File: config.mk
export PLATFORM = sky130hd
export DESIGN_NAME = uart_rx_ctrl_flat
export DESIGN_NICKNAME = d
export VERILOG_FILES = /design/src/rtl/uart_rx_ctrl_if.sv /design/src/rtl/uart_rx_ctrl.sv /design/src/flat_wrapper.sv
export SDC_FILE = /design/constraint.sdc
export NUM_CORES = 1
export LEC_CHECK = 0
export BUFFER_PORTS_ARGS = -buffer_cell sky130_fd_sc_hd__buf_2
export CAP_MARGIN = 20
export CORE_MARGIN = 3
export CORE_UTILIZATION = 40
export DETAILED_ROUTE_END_ITERATION = 16
export GPL_ROUTABILITY_DRIVEN = 1
export PLACE_DENSITY = 0.63
export SLEW_MARGIN = 20
export SYNTH_ARGS = -nofsm -noshare
export SYNTH_HDL_FRONTEND = slang
export SYNTH_SLANG_ARGS = --single-unit
export TNS_END_PERCENT = 20
File: constraint.sdc
create_clock -name CLK -period 2.57 [get_ports CLK]
set_input_delay 0.6425 -clock CLK [delete_from_list [all_inputs] [get_ports CLK]]
set_output_delay 0.6425 -clock CLK [all_outputs]
set_load 0.005 [all_outputs]
File: src/rtl/uart_rx_ctrl_if.sv
// Signal bundle between the UART RX frame controller (master) and the
// surrounding pin synchroniser / sampler / deserializer (slave).
interface uart_rx_ctrl_if #(
  parameter int PRESC_WIDTH = 6
);
  logic                   RX_IN;
  logic [PRESC_WIDTH-1:0] PRESCALE;
  logic                   PAR_EN;
  logic                   PAR_TYP;
  logic                   SAMPLED_BIT;
  logic [PRESC_WIDTH-1:0] EDGE_CNT;
  logic [3:0]             BIT_CNT;
  logic                   DAT_SAMP_EN;
  logic                   DESER_EN;
  logic                   DATA_VALID;
  logic                   PAR_ERR;
  logic                   STP_ERR;

  modport master (
    input  RX_IN, PRESCALE, PAR_EN, PAR_TYP, SAMPLED_BIT,
    output EDGE_CNT, BIT_CNT, DAT_SAMP_EN, DESER_EN, DATA_VALID, PAR_ERR, STP_ERR
  );

  modport slave (
    output RX_IN, PRESCALE, PAR_EN, PAR_TYP, SAMPLED_BIT,
    input  EDGE_CNT, BIT_CNT, DAT_SAMP_EN, DESER_EN, DATA_VALID, PAR_ERR, STP_ERR
  );
endinterface

File: src/rtl/uart_rx_ctrl.sv
// UART RX frame controller: start detect, oversample/bit counters, framing checks.
// Define UART_RX_PARITY_EN to build the parity state, accumulator and PAR_ERR logic.
module uart_rx_ctrl #(
  parameter int DATA_WIDTH  = 8,
  parameter int PRESC_WIDTH = 6
) (
  input  logic           CLK,
  input  logic           RST,
  uart_rx_ctrl_if.master bus
);

  localparam logic [2:0] IDLE   = 3'd0;
  localparam logic [2:0] START  = 3'd1;
  localparam logic [2:0] DATA   = 3'd2;
  localparam logic [2:0] PARITY = 3'd3;
  localparam logic [2:0] STOP   = 3'd4;

  localparam logic [PRESC_WIDTH-1:0] ONE = PRESC_WIDTH'(1);
  localparam logic [PRESC_WIDTH-1:0] TWO = PRESC_WIDTH'(2);
  localparam logic [3:0] LAST_DATA = 4'(DATA_WIDTH);

  logic [2:0]             state;
  logic [2:0]             state_nx;
  logic [PRESC_WIDTH-1:0] presc_q;
  logic [PRESC_WIDTH-1:0] edge_cnt;
  logic [3:0]             bit_cnt;
  logic                   dat_samp_en;
  logic                   deser_en;
  logic                   data_valid;
  logic                   stp_err;
  logic                   par_on;
  logic                   frame_ok;
  logic                   last_edge;
  logic                   pre_edge;

  assign last_edge = (edge_cnt == presc_q - ONE);
  assign pre_edge  = (edge_cnt == presc_q - TWO);

  always_comb begin
    state_nx = state;
    case (state)
      IDLE:    if (!bus.RX_IN) state_nx = START;
      START:   if (last_edge) state_nx = bus.SAMPLED_BIT ? IDLE : DATA;
      DATA:    if (last_edge && bit_cnt == LAST_DATA) state_nx = par_on ? PARITY : STOP;
      PARITY:  if (last_edge) state_nx = STOP;
      STOP:    if (last_edge) state_nx = IDLE;
      default: state_nx = IDLE;
    endcase
  end

  always_ff @(posedge CLK or negedge RST) begin
    if (!RST) begin
      state    <= IDLE;
      presc_q  <= '0;
      edge_cnt <= '0;
      bit_cnt  <= '0;
    end else begin
      state <= state_nx;
      if (state == IDLE) begin
        bit_cnt <= '0;
        if (!bus.RX_IN) begin
          edge_cnt <= ONE;
          presc_q  <= bus.PRESCALE;
        end else begin
          edge_cnt <= '0;
        end
      end else if (state_nx == IDLE) begin
        edge_cnt <= '0;
        bit_cnt  <= '0;
      end else if (last_edge) begin
        edge_cnt <= '0;
        bit_cnt  <= bit_cnt + 4'd1;
      end else begin
        edge_cnt <= edge_cnt + ONE;
      end
    end
  end

  // Strobes are launched one oversample early so the registered pulse lands on the
  // end-of-bit cycle; the sampler's vote has settled by mid-bit and stays put.
  always_ff @(posedge CLK or negedge RST) begin
    if (!RST) begin
      dat_samp_en <= 1'b0;
      deser_en    <= 1'b0;
      data_valid  <= 1'b0;
      stp_err     <= 1'b0;
    end else begin
      dat_samp_en <= (state_nx != IDLE);
      deser_en    <= (state == DATA) && pre_edge;
      stp_err     <= (state == STOP) && pre_edge && !bus.SAMPLED_BIT;
      data_valid  <= (state == STOP) && pre_edge && bus.SAMPLED_BIT && frame_ok;
    end
  end

`ifdef UART_RX_PARITY_EN
  logic par_en_q;
  logic par_typ_q;
  logic par_acc;
  logic frame_err;
  logic par_err;

  always_ff @(posedge CLK or negedge RST) begin
    if (!RST) begin
      par_en_q  <= 1'b0;
      par_typ_q <= 1'b0;
      par_acc   <= 1'b0;
      frame_err <= 1'b0;
      par_err   <= 1'b0;
    end else begin
      par_err <= (state == PARITY) && pre_edge &&
                 ((par_acc ^ bus.SAMPLED_BIT) != par_typ_q);
      if (state == IDLE) begin
        par_acc   <= 1'b0;
        frame_err <= 1'b0;
        if (!bus.RX_IN) begin
          par_en_q  <= bus.PAR_EN;
          par_typ_q <= bus.PAR_TYP;
        end
      end else begin
        if (state == DATA && last_edge) par_acc <= par_acc ^ bus.SAMPLED_BIT;
        if (par_err) frame_err <= 1'b1;
      end
    end
  end

  assign par_on      = par_en_q;
  assign frame_ok    = !frame_err;
  assign bus.PAR_ERR = par_err;
`else
  assign par_on      = 1'b0;
  assign frame_ok    = 1'b1;
  assign bus.PAR_ERR = 1'b0;
`endif

  assign bus.EDGE_CNT    = edge_cnt;
  assign bus.BIT_CNT     = bit_cnt;
  assign bus.DAT_SAMP_EN = dat_samp_en;
  assign bus.DESER_EN    = deser_en;
  assign bus.DATA_VALID  = data_valid;
  assign bus.STP_ERR     = stp_err;

endmodule

File: src/flat_wrapper.sv
// flat-port wrapper written by rule: the top's interface ports become plain ports
module uart_rx_ctrl_flat 
#(
  parameter int DATA_WIDTH  = 8,
  parameter int PRESC_WIDTH = 6
)
  (CLK, RST, bus_RX_IN, bus_PRESCALE, bus_PAR_EN, bus_PAR_TYP, bus_SAMPLED_BIT, bus_EDGE_CNT, bus_BIT_CNT, bus_DAT_SAMP_EN, bus_DESER_EN, bus_DATA_VALID, bus_PAR_ERR, bus_STP_ERR);
  uart_rx_ctrl_if #(.PRESC_WIDTH(PRESC_WIDTH)) bus_i ();
  input  logic CLK;
  input  logic RST;
  input wire logic [$bits(bus_i.RX_IN)-1:0] bus_RX_IN;
  input wire logic [$bits(bus_i.PRESCALE)-1:0] bus_PRESCALE;
  input wire logic [$bits(bus_i.PAR_EN)-1:0] bus_PAR_EN;
  input wire logic [$bits(bus_i.PAR_TYP)-1:0] bus_PAR_TYP;
  input wire logic [$bits(bus_i.SAMPLED_BIT)-1:0] bus_SAMPLED_BIT;
  output wire logic [$bits(bus_i.EDGE_CNT)-1:0] bus_EDGE_CNT;
  output wire logic [$bits(bus_i.BIT_CNT)-1:0] bus_BIT_CNT;
  output wire logic [$bits(bus_i.DAT_SAMP_EN)-1:0] bus_DAT_SAMP_EN;
  output wire logic [$bits(bus_i.DESER_EN)-1:0] bus_DESER_EN;
  output wire logic [$bits(bus_i.DATA_VALID)-1:0] bus_DATA_VALID;
  output wire logic [$bits(bus_i.PAR_ERR)-1:0] bus_PAR_ERR;
  output wire logic [$bits(bus_i.STP_ERR)-1:0] bus_STP_ERR;
  assign bus_i.RX_IN = bus_RX_IN;
  assign bus_i.PRESCALE = bus_PRESCALE;
  assign bus_i.PAR_EN = bus_PAR_EN;
  assign bus_i.PAR_TYP = bus_PAR_TYP;
  assign bus_i.SAMPLED_BIT = bus_SAMPLED_BIT;
  assign bus_EDGE_CNT = bus_i.EDGE_CNT;
  assign bus_BIT_CNT = bus_i.BIT_CNT;
  assign bus_DAT_SAMP_EN = bus_i.DAT_SAMP_EN;
  assign bus_DESER_EN = bus_i.DESER_EN;
  assign bus_DATA_VALID = bus_i.DATA_VALID;
  assign bus_PAR_ERR = bus_i.PAR_ERR;
  assign bus_STP_ERR = bus_i.STP_ERR;
  uart_rx_ctrl #(.DATA_WIDTH(DATA_WIDTH), .PRESC_WIDTH(PRESC_WIDTH)) u_core (.CLK(CLK), .RST(RST), .bus(bus_i));
endmodule
==> impl_metrics.py <==
metrics = {
    "run_status": {
        "outcome": "complete, no violations",
    },
    "routing": {
        "vias_per_cell": 5.45,
        "drc": 0,
        "firstDrtPassIters": 4,
        "first_iter_violations": 65,
        "wl_per_cell_um": 13.9,
        "ant_nets": 0,
        "totalWireLength_um": 2980,
        "num_vias": 1166,
    },
    "worst_setup_path": {
        "start_kind": "flip-flop",
        "path_max_fanout": 10,
        "critical_path_buf_inv_count": 1,
        "r2r-end": "u_core.bus.BIT_CNT[1]",
        "worstSetupPathType": "flip-flop to flip-flop",
        "endpoint_kind": "flip-flop",
        "cp_slowest_cell": "o41ai_2",
        "rr_startpoint": "u_core.presc_q[2]",
        "cpLargestDelayFamily": "compound AO/OA/AOI/OAI gates",
        "crit_arrival_ns": 2.54,
        "cp.required_ns": 2.75,
        "rr_worst_depth": 7,
        "cp_cell_sequence": "inv_1, ha_1, a21boi_0, xnor2_1, nand4_2, o41ai_2, a22oi_1",
        "reg2reg_slack_ns": 0.21,
        "max_stage_delay_ns": 0.54,
    },
    "power": {
        "switching_share": 0.470,
        "worst_ir_drop_vdd_uv": 519,
        "power_density_mw_per_mm2": 1150,
        "p_sw_mw": 0.851,
        "clockPowerShare": 0.092,
        "power.leakage_nw": 0.739,
        "p_int_mw": 0.958,
        "comb_power_share": 0.559,
        "seq_power_share": 0.349,
    },
    "global_routing": {
        "grt_max_degree": 24,
        "grt-ovfl-total": 0,
        "grt_pass1_vias": 1120,
        "track_usage": 0.157,
        "grt_antenna_before_repair": 0,
        "grt_pass1_wl_um": 5200,
    },
    "yosys": {
        "synth-seq-cells": 23,
        "ys_types": 46,
        "syn_avg_cell_area_um2": 9.52,
        "synthCells": 148,
        "async_reset_ff_frac": 1.00,
        "ys_seq_area_frac": 0.409,
        "yosysWarnings": 0,
        "synth_nets": 166,
        "synth_edf_count": 0,
        "netlist_area_mm2": 0.00141,
        "synth_ff_type": "dfrtp_1",
    },
    "place": {
        "place_hpwl_um": 2250,
        "place.gp.congestion": 0.817,
        "portBuffers": 23,
    },
    "clock_tree": {
        "cts_setup_buffers": 0,
        "clockBufferDepth": 2,
        "root_buffer": "clkbuf_4",
        "htree_levels": 1,
        "cts_tree": "yes",
        "cts.sinks": 23,
        "cts_resized": 0,
        "clk_pin_slew_worst_paths_ns": 0.13,
        "cts_hold_buffers": 0,
        "clock_latency_ns": 0.31,
        "cts_buffers": 3,
    },
    "die": {
        "start_util": 0.440,
        "dieArea_mm2": 0.00427,
        "core_mm2": 0.00320,
        "fp.dieW_um": 65.3,
        "ios": 27,
        "die_h_um": 65.3,
        "placementRows": 20,
    },
    "timing": {
        "finalCriticalPeriod_ns": 2.36,
        "finalSetupViolCount": 0,
        "fmax_mhz": 424,
        "clock_skew_ns": 0.00115,
        "max_slew_margin": 0.652,
        "rsz0062_at_grt": "no",
        "finalMaxSlewViolations": 0,
        "setup_tns_ns": 0,
        "fin_crit_sh": 0.918,
        "hold_viol": 0,
        "tightest_slew_ns": 0.522,
    },
    "final_layout": {
        "final_core_util": 0.492,
        "diodes": 0,
        "area_growth_pct": 11.8,
        "nFillCells": 327,
        "final_nets": 189,
        "drive_gt1_frac": 0.212,
    },
    "worst_hold_path": {
        "holdCritPathClass": "input port to async pin",
    },
    "flow_run": {
        "maxCapViolations": 0,
    },
}
==> registers in the layout (all words and copies together) (netlist names) <==
name,cells
u_core.state,3
u_core.presc_q,6
u_core.bus.STP_ERR,1
u_core.bus.DATA_VALID,1
u_core.bus.EDGE_CNT,6
u_core.bus.DESER_EN,1
u_core.bus.DAT_SAMP_EN,1
u_core.bus.BIT_CNT,4
==> cell usage in the layout, fill, tap and decap left out, types with 3 or more instances in the layout <==
master    synthesis  routed
buf_2             1      23
nand2_1          16      16
xor2_1            7       7
xnor2_1           5       5
nand3_1           7       7
nor4_1            5       5
nor3_1            5       5
clkbuf_4          0       3
o31ai_1           4       4
a22oi_1           4       4
o21ai_0           8       8
nand2b_1          3       3
ha_1              6       6
inv_1             8       8
dfrtp_1          23      23
nor2_1            8       8
==> worst reg2reg max path, cell delays in order, from the launching register on <==
cell and delay [ns]:
dfrtp_1 0.47, inv_1 0.12, ha_1 0.21, a21boi_0 0.24
xnor2_1 0.19, nand4_2 0.29, o41ai_2 0.54, a22oi_1 0.17
==> worst max-delay path by stage <==
stage / startpoint / to / slack, ns / cells past startpoint
2_1_floorplan: u_core.presc_q[2] / u_core.bus.BIT_CNT[0] / 0.51 / 8
5_1_grt: u_core.presc_q[2] / u_core.bus.BIT_CNT[0] / 0.05 / 7
6_report: u_core.presc_q[2] / u_core.bus.BIT_CNT[1] / 0.21 / 7
4_1_cts: u_core.presc_q[2] / u_core.bus.BIT_CNT[3] / 0.23 / 7
3_5_place_dp: u_core.presc_q[2] / u_core.bus.BIT_CNT[1] / 0.27 / 7
3_3_place_gp: u_core.presc_q[1] / u_core.bus.BIT_CNT[3] / 0.26 / 7
==> cell families (layout without fill, tap and decap cells) <==
| family | Yosys count | count (layout) | synth area share |
|---|---|---|---|
| compound gates | 32 | 32 | 0.169 |
| xor+xnor | 13 | 13 | 0.0906 |
| fa+ha+maj | 6 | 6 | 0.0533 |
| buf+inv | 15 | 37 | 0.0542 |
| flops | 23 | 23 | 0.409 |
| other cells | 1 | 1 | 0.00266 |
| simple gates | 58 | 58 | 0.222 |
==> metrics by stage <==
| stage | hold WS, ns | power, mW | cells | cell area [um2] | setup slack (ns) |
|---|---|---|---|---|---|
| floorplan | 0.347 | 1.45 | 148 | 1410 | 0.506 |
| global placement | 0.480 | 1.61 | 210 | 1550 | 0.263 |
| detailed placement | 0.498 | 1.64 | 210 | 1550 | 0.266 |
| CTS | 0.300 | 1.82 | 214 | 1580 | 0.226 |
| global route | 0.293 | 1.99 | 214 | 1580 | 0.0505 |
| finish | 0.288 | 1.81 | 214 | 1580 | 0.210 |
==> synthesized netlist by cell type (2+ instances only) <==
library cell  number  area, um2
a21oi_1            2       10.0
a21boi_0           2       15.0
clkbuf_1           3       11.3
inv_1              8       30.0
nand3_1            7       35.0
buf_6              2       22.5
nand2b_1           3       18.8
nand2_1           16       60.1
nor4_1             5       31.3
dfrtp_1           23        576
nor3b_1            2       15.0
a22oi_1            4       30.0
ha_1               6       75.1
o31ai_1            4       30.0
nor3_1             5       25.0
o21ai_0            8       40.0
nor2_1             8       30.0
and2_1             2       12.5
xnor2_1            5       43.8
xor2_1             7       61.3
==> layout make-up <==
type	count	area [um2]	share of cell area
clock buffers	3	22.5	0.0143
clock inverters	1	5.00	0.00318
inverters	8	30.0	0.0191
repair buffers	25	130	0.0826
well taps	44	55.1	0.0349
flip-flops and latches	23	576	0.365
multi-input cells	110	757	0.481
==> power groups by stage <==
stage / Clock [mW] / Sequential (mW) / Combinational, mW
after floorplan: 0 / 0.560 / 0.890
after global placement: 0 / 0.629 / 0.984
after detailed placement: 0 / 0.637 / 1.00
after CTS: 0.179 / 0.630 / 1.01
after global routing: 0.199 / 0.653 / 1.14
final: 0.167 / 0.631 / 1.01
==> layer usage <==
layer,wire length (um),up-vias,track usage
met5,0,-,0
met3,89,2,0.0256
met2,1400,19,0.239
li1,-,582,-
met4,21,0,0.0544
met1,1470,563,0.226
No activity file was read; power rests on OpenSTA's default activity.
